$ cat config.mk
export PLATFORM = sky130hd
export DESIGN_NAME = pipeline_hazard_ctrl_flat
export DESIGN_NICKNAME = d
export VERILOG_FILES = /design/src/rtl/pipeline_hazard_ctrl_pkg.sv /design/src/rtl/pipeline_hazard_ctrl_if.sv /design/src/rtl/pipeline_hazard_ctrl_hazard_detect.sv /design/src/rtl/pipeline_hazard_ctrl.sv /design/src/flat_wrapper.sv
export SDC_FILE = /design/constraint.sdc
export NUM_CORES = 1
export LEC_CHECK = 0
export BUFFER_PORTS_ARGS = -buffer_cell sky130_fd_sc_hd__clkbuf_2
export CAP_MARGIN = 30
export CORE_MARGIN = 3
export CORE_UTILIZATION = 40
export CTS_CLUSTER_DIAMETER = 30
export DETAILED_ROUTE_END_ITERATION = 8
export GPL_ROUTABILITY_DRIVEN = 0
export PLACE_DENSITY_LB_ADDON = 0.05
export REMOVE_ABC_BUFFERS = 1
export SYNTH_ARGS = -nofsm -noshare
export SYNTH_HDL_FRONTEND = slang
export SYNTH_SLANG_ARGS = --single-unit
$ cat constraint.sdc
create_clock -name clk -period 2 [get_ports clk]
set_clock_uncertainty 0.15 [all_clocks]
set_input_delay 0.3 -clock clk [delete_from_list [all_inputs] [get_ports clk]]
set_output_delay 0.3 -clock clk [all_outputs]
set_load 0.05 [all_outputs]
$ cat src/rtl/pipeline_hazard_ctrl_pkg.sv
// Shared opcodes, instruction field positions and state encodings for the
// pipeline sequencing controller.
package pipe_pkg;

    typedef logic [5:0] opcode_t;
    typedef logic [4:0] reg_idx_t;

    localparam opcode_t OP_LD = 6'b010100;
    localparam opcode_t OP_ST = 6'b010101;
    localparam opcode_t OP_BR = 6'b011100;

    localparam int OP_HI  = 31;
    localparam int OP_LO  = 26;
    localparam int RD_HI  = 25;
    localparam int RD_LO  = 21;
    localparam int RS1_HI = 20;
    localparam int RS1_LO = 16;
    localparam int RS2_HI = 15;
    localparam int RS2_LO = 11;

    localparam logic [1:0] ST_RUN      = 2'd0;
    localparam logic [1:0] ST_STALL    = 2'd1;
    localparam logic [1:0] ST_FLUSH    = 2'd2;
    localparam logic [1:0] ST_MEM_WAIT = 2'd3;

    localparam logic [31:0] NOP = 32'h0000_0000;

    typedef struct packed {
        logic     v;
        opcode_t  op;
        reg_idx_t rd;
    } shadow_t;

    function automatic logic is_mem_op(input opcode_t op);
        return (op == OP_LD) || (op == OP_ST);
    endfunction

endpackage

$ cat src/rtl/pipeline_hazard_ctrl_if.sv
// Instruction/status inputs and enable outputs between the pipeline and its
// sequencing controller.
interface pipeline_hazard_ctrl_if #(
    parameter int CNT_W = 16
);
    logic [31:0]      ins;
    logic             br_taken;
    logic             dm_ready;
    logic             pc_en;
    logic             ifid_en;
    logic             pipe_en;
    logic             bubble;
    logic             flush;
    logic             dm_req;
    logic [1:0]       fsm_state;
    logic [CNT_W-1:0] stall_cnt;

    modport master (
        output ins, br_taken, dm_ready,
        input  pc_en, ifid_en, pipe_en, bubble, flush, dm_req, fsm_state, stall_cnt
    );

    modport slave (
        input  ins, br_taken, dm_ready,
        output pc_en, ifid_en, pipe_en, bubble, flush, dm_req, fsm_state, stall_cnt
    );
endinterface

$ cat src/rtl/pipeline_hazard_ctrl_hazard_detect.sv
// Load-use hazard compare between the instruction in ID and the shadow of EX.
module hazard_detect
    import pipe_pkg::*;
#(
    parameter int IMM_BIT = 3
) (
    input  shadow_t  ex,
    input  opcode_t  id_op,
    input  reg_idx_t id_rs1,
    input  reg_idx_t id_rs2,
    output logic     lu_haz
);
    logic uses_rs2;

    // Immediate-form ALU ops carry an immediate in the rs2 field.
    assign uses_rs2 = (id_op == OP_ST) | (id_op == OP_BR) |
                      ((id_op != OP_LD) & ~id_op[IMM_BIT]);

    assign lu_haz = ex.v & (ex.op == OP_LD) &
                    ((ex.rd == id_rs1) | (uses_rs2 & (ex.rd == id_rs2)));
endmodule

$ cat src/rtl/pipeline_hazard_ctrl.sv
// Sequencing controller for the 5-stage pipeline: load-use stalls, branch
// squash, data-memory wait and the PC / pipeline-register enables.
//
// state    | meaning
// RUN      | normal issue last cycle
// STALL    | load-use bubble inserted last cycle
// FLUSH    | wrong-path squash in progress
// MEM_WAIT | pipeline frozen on data memory last cycle
module pipeline_hazard_ctrl
    import pipe_pkg::*;
#(
    parameter int FLUSH_CYCLES = 1,
    parameter int CNT_W        = 16,
    parameter int IMM_BIT      = 3
) (
    input logic                  clk,
    input logic                  reset,
    pipeline_hazard_ctrl_if.slave bus
);
    localparam logic [1:0] FL_LOAD = 2'(FLUSH_CYCLES - 1);

    opcode_t  id_op;
    reg_idx_t id_rd;
    reg_idx_t id_rs1;
    reg_idx_t id_rs2;

    shadow_t          ex_q;
    shadow_t          dm_q;
    logic [1:0]       state_q;
    logic [1:0]       state_d;
    logic [1:0]       fl_cnt_q;
    logic [1:0]       fl_cnt_d;
    logic [CNT_W-1:0] stall_q;

    logic lu_haz;
    logic dm_req_c;
    logic mem_wait;
    logic pc_en_c;
    logic ifid_en_c;
    logic pipe_en_c;
    logic bubble_c;
    logic flush_c;
    logic unused_bits;

    assign id_op  = bus.ins[OP_HI:OP_LO];
    assign id_rd  = bus.ins[RD_HI:RD_LO];
    assign id_rs1 = bus.ins[RS1_HI:RS1_LO];
    assign id_rs2 = bus.ins[RS2_HI:RS2_LO];

    assign unused_bits = ^{bus.ins[RS2_LO-1:0], dm_q.rd};

    hazard_detect #(.IMM_BIT(IMM_BIT)) u_hazard_detect (
        .ex     (ex_q),
        .id_op  (id_op),
        .id_rs1 (id_rs1),
        .id_rs2 (id_rs2),
        .lu_haz (lu_haz)
    );

    assign dm_req_c = dm_q.v & is_mem_op(dm_q.op);
    assign mem_wait = dm_req_c & ~bus.dm_ready;

    always_comb begin
        pc_en_c   = 1'b0;
        ifid_en_c = 1'b0;
        pipe_en_c = 1'b0;
        bubble_c  = 1'b0;
        flush_c   = 1'b0;
        state_d   = state_q;
        fl_cnt_d  = fl_cnt_q;
        if (mem_wait) begin
            // A branch seen here is dropped; EX is frozen and re-presents it.
            state_d = ST_MEM_WAIT;
        end else if (bus.br_taken) begin
            pc_en_c   = 1'b1;
            ifid_en_c = 1'b1;
            pipe_en_c = 1'b1;
            bubble_c  = 1'b1;
            flush_c   = 1'b1;
            fl_cnt_d  = FL_LOAD;
            state_d   = (FL_LOAD != 2'd0) ? ST_FLUSH : ST_RUN;
        end else if (fl_cnt_q != 2'd0) begin
            pc_en_c   = 1'b1;
            ifid_en_c = 1'b1;
            pipe_en_c = 1'b1;
            bubble_c  = 1'b1;
            flush_c   = 1'b1;
            fl_cnt_d  = fl_cnt_q - 2'd1;
            state_d   = (fl_cnt_q != 2'd1) ? ST_FLUSH : ST_RUN;
        end else if (lu_haz) begin
            pipe_en_c = 1'b1;
            bubble_c  = 1'b1;
            state_d   = ST_STALL;
        end else begin
            pc_en_c   = 1'b1;
            ifid_en_c = 1'b1;
            pipe_en_c = 1'b1;
            state_d   = ST_RUN;
        end
    end

    always_ff @(posedge clk or negedge reset) begin
        if (!reset) begin
            ex_q     <= '0;
            dm_q     <= '0;
            state_q  <= ST_RUN;
            fl_cnt_q <= 2'd0;
            stall_q  <= '0;
        end else begin
            state_q  <= state_d;
            fl_cnt_q <= fl_cnt_d;
            if (pipe_en_c) begin
                dm_q <= ex_q;
                ex_q <= {~bubble_c, id_op, id_rd};
            end
            if (!pc_en_c && (stall_q != {CNT_W{1'b1}})) begin
                stall_q <= stall_q + CNT_W'(1);
            end
        end
    end

    // Enables are forced low while reset is held, independent of any clock.
    assign bus.pc_en     = reset & pc_en_c;
    assign bus.ifid_en   = reset & ifid_en_c;
    assign bus.pipe_en   = reset & pipe_en_c;
    assign bus.bubble    = reset & bubble_c;
    assign bus.flush     = reset & flush_c;
    assign bus.dm_req    = reset & dm_req_c;
    assign bus.fsm_state = state_q;
    assign bus.stall_cnt = stall_q;
endmodule

$ cat src/flat_wrapper.sv
// flat-port wrapper written by rule: the top's interface ports become plain ports
module pipeline_hazard_ctrl_flat import pipe_pkg::*;
#(
    parameter int FLUSH_CYCLES = 1,
    parameter int CNT_W        = 16,
    parameter int IMM_BIT      = 3
)
  (clk, reset, bus_ins, bus_br_taken, bus_dm_ready, bus_pc_en, bus_ifid_en, bus_pipe_en, bus_bubble, bus_flush, bus_dm_req, bus_fsm_state, bus_stall_cnt);
  pipeline_hazard_ctrl_if #(.CNT_W(CNT_W)) bus_i ();
  input logic clk;
  input logic reset;
  input wire logic [$bits(bus_i.ins)-1:0] bus_ins;
  input wire logic [$bits(bus_i.br_taken)-1:0] bus_br_taken;
  input wire logic [$bits(bus_i.dm_ready)-1:0] bus_dm_ready;
  output wire logic [$bits(bus_i.pc_en)-1:0] bus_pc_en;
  output wire logic [$bits(bus_i.ifid_en)-1:0] bus_ifid_en;
  output wire logic [$bits(bus_i.pipe_en)-1:0] bus_pipe_en;
  output wire logic [$bits(bus_i.bubble)-1:0] bus_bubble;
  output wire logic [$bits(bus_i.flush)-1:0] bus_flush;
  output wire logic [$bits(bus_i.dm_req)-1:0] bus_dm_req;
  output wire logic [$bits(bus_i.fsm_state)-1:0] bus_fsm_state;
  output wire logic [$bits(bus_i.stall_cnt)-1:0] bus_stall_cnt;
  assign bus_i.ins = bus_ins;
  assign bus_i.br_taken = bus_br_taken;
  assign bus_i.dm_ready = bus_dm_ready;
  assign bus_pc_en = bus_i.pc_en;
  assign bus_ifid_en = bus_i.ifid_en;
  assign bus_pipe_en = bus_i.pipe_en;
  assign bus_bubble = bus_i.bubble;
  assign bus_flush = bus_i.flush;
  assign bus_dm_req = bus_i.dm_req;
  assign bus_fsm_state = bus_i.fsm_state;
  assign bus_stall_cnt = bus_i.stall_cnt;
  pipeline_hazard_ctrl #(.FLUSH_CYCLES(FLUSH_CYCLES), .CNT_W(CNT_W), .IMM_BIT(IMM_BIT)) u_core (.clk(clk), .reset(reset), .bus(bus_i));
endmodule
* Word-level counts from Yosys, hierarchy flattened *
Index checks and enable logic that the tools add are counted.

storage, ports and cells
  flip-flop bits (word level) = 39
  latch bits = 0
  memory bits (writable) = 0
  memory bits (read-only) = 0
  input bits = 36
  output and inout port bits = 24
  memories kept = 0

cells by class
  $add $sub $neg = 2
  multiply operators = 0
  divide/modulo/power cells = 0
  order comparisons = 0
  equality and inequality tests = 10
  shift operators = 0
  muxes and demuxes = 19
  bitwise gates (word level) = 18
  reductions and logical operators = 6

operators by type and width
  kind                     number
  $eq A6 B5 Y1 const B     5
  $add A16 B1 Y16 const B  1
  $ne A16 B16 Y1 const B   1
  $mux W1                  13
  $mux W2                  6
  $and A1 B1 Y1            11
  $eq A5 B5 Y1             2
  $ne A6 B5 Y1 const B     1
  $not A1 Y1               4
  $reduce_bool A2 Y1       2
  $or A1 B1 Y1             3
  $ne A2 B1 Y1 const B     1
  $reduce_and A2 Y1        1
  $sub A2 B1 Y2 const B    1
  $logic_and A1 B1 Y1      1
  $logic_not A1 Y1         1
  $logic_or A1 B1 Y1       1

* Longest topological paths before layout *
  depth after elaboration = 12
  mapped depth = 8
  depth with buffers taken out = 7

* Modules after synthesis *
A second synthesis with hierarchy kept.

second synthesis, totals
  cells, all modules = 161
  area total of the unflattened synthesis = 1913.1 µm²

by module, submodules not included
  module                times used  cells each  area an instance (µm²)  seq. area each (µm²)
  pipeline_hazard_ctrl  1           138         1742.9                  950.9
  hazard_detect         1           23          170.2                   0.0

* Worst setup path before layout *
Ideal clock, no wire load.

  kind = register -> output
  start point = register u_core.dm_q[7] (netlist bit)
  end point = output port bus_pc_en
  data arrival time = 2.263 ns
  path slack = -0.713 ns
  stages on the path, launching flop included = 9
  buffers on the path = 3
  cells stage by stage = dfrtp_1 -> nand4b_1 -> or3_1 -> or2_2 -> clkbuf_1 -> clkbuf_1 -> nand2_1 -> nor2_1 -> buf_4

between the ends
  word-level cells in the longest chain between the ends = 6
  elaborated cells between the ends (all ways) = 7
  those cells by class = 2 x eq/ne; 1 x mux; 3 x bitwise; 1 x reduce/logical

RTL lines
  item                      RTL line                        RTL
  start: declaration        pipeline_hazard_ctrl.sv:28      shadow_t dm_q;
  start signal: assignment  pipeline_hazard_ctrl.sv:113     dm_q <= ex_q;
  $eq A6 B5 Y1              pipeline_hazard_ctrl_pkg.sv:35  return (op == OP_LD) || (op == OP_ST);
  $logic_or A1 B1 Y1 (*)    pipeline_hazard_ctrl_pkg.sv:35
  $and A1 B1 Y1 (*)         pipeline_hazard_ctrl.sv:60      assign dm_req_c = dm_q.v & is_mem_op(dm_q.op);
  $and A1 B1 Y1 (*)         pipeline_hazard_ctrl.sv:61      assign mem_wait = dm_req_c & ~bus.dm_ready;
  $mux W1 (*)               -
  $and A1 B1 Y1 (*)         -
  end: declaration          flat_wrapper.sv:15              output wire logic [$bits(bus_i.pc_en)-1:0] bus_pc_en;

Every way passes the cells marked *; elsewhere a longest branch is shown, timed or not.

* Worst setup path after layout *
  start point = register u_core.ex_q[2] (netlist bit)
  end point = output port bus_ifid_en

between the ends
  word-level cells in the longest chain between the ends = 9
  elaborated cells between the ends (all ways) = 10
  those cells by class = 2 x eq/ne; 4 x mux; 4 x bitwise

RTL lines
  item                      RTL line                                  RTL
  start: declaration        pipeline_hazard_ctrl.sv:27                shadow_t ex_q;
  start signal: assignment  pipeline_hazard_ctrl.sv:114               ex_q <= {~bubble_c, id_op, id_rd};
  $eq A5 B5 Y1              pipeline_hazard_ctrl_hazard_detect.sv:20  ((ex.rd == id_rs1) | (uses_rs2 & (ex.rd == id_rs2)));
  $and A1 B1 Y1             pipeline_hazard_ctrl_hazard_detect.sv:20
  $or A1 B1 Y1 (*)          pipeline_hazard_ctrl_hazard_detect.sv:20
  $and A1 B1 Y1 (*)         pipeline_hazard_ctrl_hazard_detect.sv:19  assign lu_haz = ex.v & (ex.op == OP_LD) &
  $mux W1 (*)               pipeline_hazard_ctrl.sv:90                end else if (lu_haz) begin
  $mux W1 (*)               pipeline_hazard_ctrl.sv:82                end else if (fl_cnt_q != 2'd0) begin
  $mux W1 (*)               pipeline_hazard_ctrl.sv:74                end else if (bus.br_taken) begin
  $mux W1 (*)               pipeline_hazard_ctrl.sv:71                if (mem_wait) begin
  $and A1 B1 Y1 (*)         pipeline_hazard_ctrl.sv:124               assign bus.ifid_en = reset & ifid_en_c;
  end: declaration          flat_wrapper.sv:16                        output wire logic [$bits(bus_i.ifid_en)-1:0] bus_ifid_en;

Marks and branches as above.

==> key figures <==
Finish
  • Cell area after layout: 2750 sq um
  • Share of layout cells above drive strength 1: 52.0%
  • Antenna diodes: 0
  • NumNets Final: 288
  • Non-Filler Instances: 302
  • Area delta synth->final: 48.4%

Worst setup path
  • R2r setup slk: -0.33 ns
  • Crit path buf inv count: 2
  • Worst r2r path cells: 8
  • CP required: 1.55 ns
  • Slowest Stage Delay on Critical Path: 0.41 ns
  • CP Max Fanout: 3
  • Worst R2R End: u_core.bus.stall_cnt[8]$_DFFE_PN0P_
  • CP top delay family: simple AND/OR/NAND/NOR gates
  • Setup CP Type: flip-flop to primary output
  • Worst Setup End Kind: primary output
  • Cell Chain, Critical Path: xor2_1 -> nor3_2 -> nand4_1 -> a211oi_2 -> buf_4 -> nor2_4 -> buf_8
  • CP max stage cell: dfrtp_1
  • Critical path startpoint category: flip-flop
  • RR Startpoint: u_core.ex_q[2]$_DFFE_PN0N_
  • CP Data Arrival Time: 1.89 ns

Clocking
  • H-tree Lvls: 2
  • TritonCTS Buffers: 5
  • Clk sinks: 38
  • TritonCTS clock tree: yes
  • Worst-Skew Late Latency: 0.29 ns
  • CTS root buf: clkbuf_8
  • Clk slew on worst S/H paths: 0.08 ns
  • CTS max path bufs: 2

GRT
  • Vias in the first global route: 1568
  • First-pass GRT wire length: 7.45 mm
  • All-Layer GR Usage: 18.0%
  • Initial antenna violation count: 0
  • Largest net degree at the start of global routing: 27
  • Total grt overflow: 0

Synth
  • Register area share after synthesis: 51.3%
  • Largest family of logic cells by synthesized area: simple AND/OR/NAND/NOR gates
  • Synth Warn #: 0
  • Flops & latches, synth: 38
  • Multiplexer share of the synthesized area: 8.50%
  • Mean post-synth cell area: 11.3 sq um
  • Mapped Area: 1850 sq um
  • Post-synthesis adder-cell area fraction: 2.02%
  • Post-synthesis compound-gate area fraction: 3.91%
  • Post-synthesis instance total: 164
  • Synth cell types: 36
  • XOR/XNOR Fraction of Synth Area: 10.9%
  • Simple-gate area share of the yosys netlist: 20.5%

Drt
  • Metal2 WL: 2.41 mm
  • ANT nets after route: 0
  • First-pass DRT Iterations: 4
  • Drt total wl: 4.53 mm
  • Top routing layer used: met4
  • WL met3: 235 microns
  • DR WL/cell: 15.0 microns
  • DRT iter0 DRCs: 46
  • M1 WL: 1.84 mm
  • DRC: 0
  • Average vias per placed instance: 4.97
  • Routed vias: 1501

Timing
  • Final Cycle Share: 117%
  • Least-Margin Pin Slew: 0.421 ns
  • Post-layout minimum cycle time: 2.34 ns
  • Slew Viols, Final: 0
  • Final hold slack: 0.0814 ns
  • Relative slew slack: 71.9%
  • Fin. Hold Viols: 0
  • Peak Freq: 427 MHz
  • Worst setup margin: -0.343 ns
  • Final Setup Violations: 22
  • Unrepaired setup endpoints after global routing: true

Worst hold path
  • WHS Endpoint: u_core.bus.fsm_state[1]$_DFF_PN0_
  • WHS Path Cells: 2
  • Hold WC Path Type: input port to flip-flop
  • Min-Delay Startpoint: bus_br_taken

Outcome
  • Violated checks: setup timing
  • Run status: complete, but fails checks

Place
  • Post-Place Worst Slack: -0.328 ns
  • Hpwl dp: 3.19 mm
  • Placed cells: 288
  • # port buffers: 48
  • Dpl cell area: 2350 sq um

Pwr
  • Leakage Power: 1.38 nW
  • Pwr Density: 762 nW/um^2
  • Pwr Total: 2.10 mW
  • VDD IR max: 0.000517 V

Floorplan
  • Boundary Pins: 60
  • Die ar.: 5490 sq um
  • Chip width: 74.1 microns
  • Starting density of the core: 42.0%
  • Die Height: 74.1 microns
  • Core box area: 4410 sq um
  • Row count: 24

Job
  • Maximum capacitance violations: 0
## worst reg2reg max path, delay by kind of cell (launching register included)
kind | cells | cell delay (ns)
simple gates | 3 | 0.81
flops | 1 | 0.41
compound gates | 2 | 0.39
xor+xnor | 2 | 0.29
buf+inv | 1 | 0.16
## how the worst max path moves through the flow
stage                                      from                              endpoint  slack (ns)  depth (start not counted)
CTS                 u_core.ex_q[10]$_DFFE_PN0N_                            bus_bubble       -0.37                          6
finish               u_core.ex_q[2]$_DFFE_PN0N_                           bus_ifid_en       -0.34                          7
global route         u_core.ex_q[2]$_DFFE_PN0N_   u_core.bus.stall_cnt[8]$_DFFE_PN0P_       -0.45                          8
global placement                    bus_ins[27]  u_core.bus.stall_cnt[14]$_DFFE_PN0P_       -0.30                          9
detailed placement                  bus_ins[31]  u_core.bus.stall_cnt[14]$_DFFE_PN0P_       -0.33                          9
floorplan            u_core.dm_q[7]$_DFFE_PN0N_                           bus_ifid_en       -0.76                          5
## metal layers
| layer | global-route usage [%] | up-vias |
|---|---|---|
| met3 | 4.46 | 6 |
| met4 | 5.03 | 0 |
| li1 | - | 733 |
| met1 | 21.5 | 732 |
| met5 | 0 | - |
| met2 | 32.1 | 30 |
## power breakdown
group          leakage [nW]  internal, mW  switching [mW]
Sequential            0.488         0.834          0.0353
Clock                0.0504         0.371           0.284
Combinational         0.845         0.249           0.324
Total                  1.38          1.45           0.643
## synth_stat cells
cell type / number / share of area [%]
nand4_1: 4 / 1.3
nor2_1: 11 / 2.2
buf_6: 1 / 0.61
xnor2_1: 6 / 2.8
buf_2: 1 / 0.27
and2_1: 4 / 1.3
nand2b_1: 5 / 1.7
nor4_1: 1 / 0.34
nor2_4: 1 / 0.61
xor2_1: 17 / 8.0
nand4bb_1: 1 / 0.61
nor3_1: 5 / 1.3
or4_4: 1 / 0.61
and3_1: 1 / 0.34
o22ai_2: 1 / 0.67
mux2_1: 1 / 0.61
o21ai_0: 1 / 0.27
a211oi_2: 1 / 0.67
or2_2: 1 / 0.34
o31ai_1: 2 / 0.81
o22ai_1: 2 / 0.67
or3_1: 4 / 1.3
nand4b_1: 2 / 0.94
inv_1: 6 / 1.2
nand3_1: 8 / 2.2
nor4_2: 2 / 1.3
nor3_2: 2 / 1.1
or4_1: 1 / 0.41
nand2_1: 10 / 2.0
ha_1: 3 / 2.0
dfrtp_1: 38 / 51
clkbuf_1: 2 / 0.41
nor3b_1: 1 / 0.41
a21oi_1: 3 / 0.81
buf_4: 1 / 0.41
mux2_2: 13 / 7.9
## state kept, by name, indices dropped and copies added, names as in the netlist
register / cells
u_core.bus.stall_cnt: 16
u_core.ex_q: 12
u_core.dm_q: 6
u_core.bus.fsm_state: 2
u_core.fl_cnt_q: 2
## cells in the final DEF (no fill, tap or decap), types with 2 or more instances in the layout
master	n
a21oi_1	2
and2_1	4
buf_4	27
buf_6	6
buf_8	5
clkbuf_2	42
clkbuf_8	6
clkinvlp_4	2
dfrtp_1	38
ha_1	3
inv_1	5
mux2_2	11
mux2_4	3
nand2_1	9
nand2b_1	5
nand3_1	8
nand4_1	4
nand4b_1	2
nor2_1	3
nor2_2	2
nor2_4	7
nor3_1	4
nor3_4	2
nor4_4	3
o22ai_1	2
o31ai_1	2
or3_1	3
or4_4	2
xnor2_1	6
xor2_1	17
## final cells by class
cell class / instances / area (sq um)
Clock inverter: 3 / 45.0
Sequential cell: 38 / 951
Clock buffer: 5 / 68.8
Tap cell: 52 / 65.1
Inverter: 6 / 22.5
Multi-Input combinational cell: 115 / 1000
Fill cell: 381 / 1660
Timing Repair Buffer: 83 / 599
## logic make-up after synthesis
kind of cell	count (synthesis)
fa+ha+maj	3
xor+xnor	23
mux	14
simple gates	65
flops	38
compound gates	10
buf+inv	11
## metrics by stage
step,setup TNS [ns],util [%]
2_1_floorplan,-7.24,-
3_3_place_gp,-3.67,53.1
3_5_place_dp,-4.41,53.1
4_1_cts,-4.59,61.4
5_1_grt,-7.02,62.4
6_report,-4.42,62.4
## what timing repair did
| action | 4_1_cts | 5_1_grt |
|---|---|---|
| resized for setup | 48 | 12 |
| hold buffers | 1 | 0 |
| pin swaps | 17 | 11 |
| hold endpoints to repair | 12 | 0 |
| buffers inserted | 4 | 1 |
| setup endpoints to repair | 32 | 22 |
Note: power is estimated with default switching activity, not from simulation.
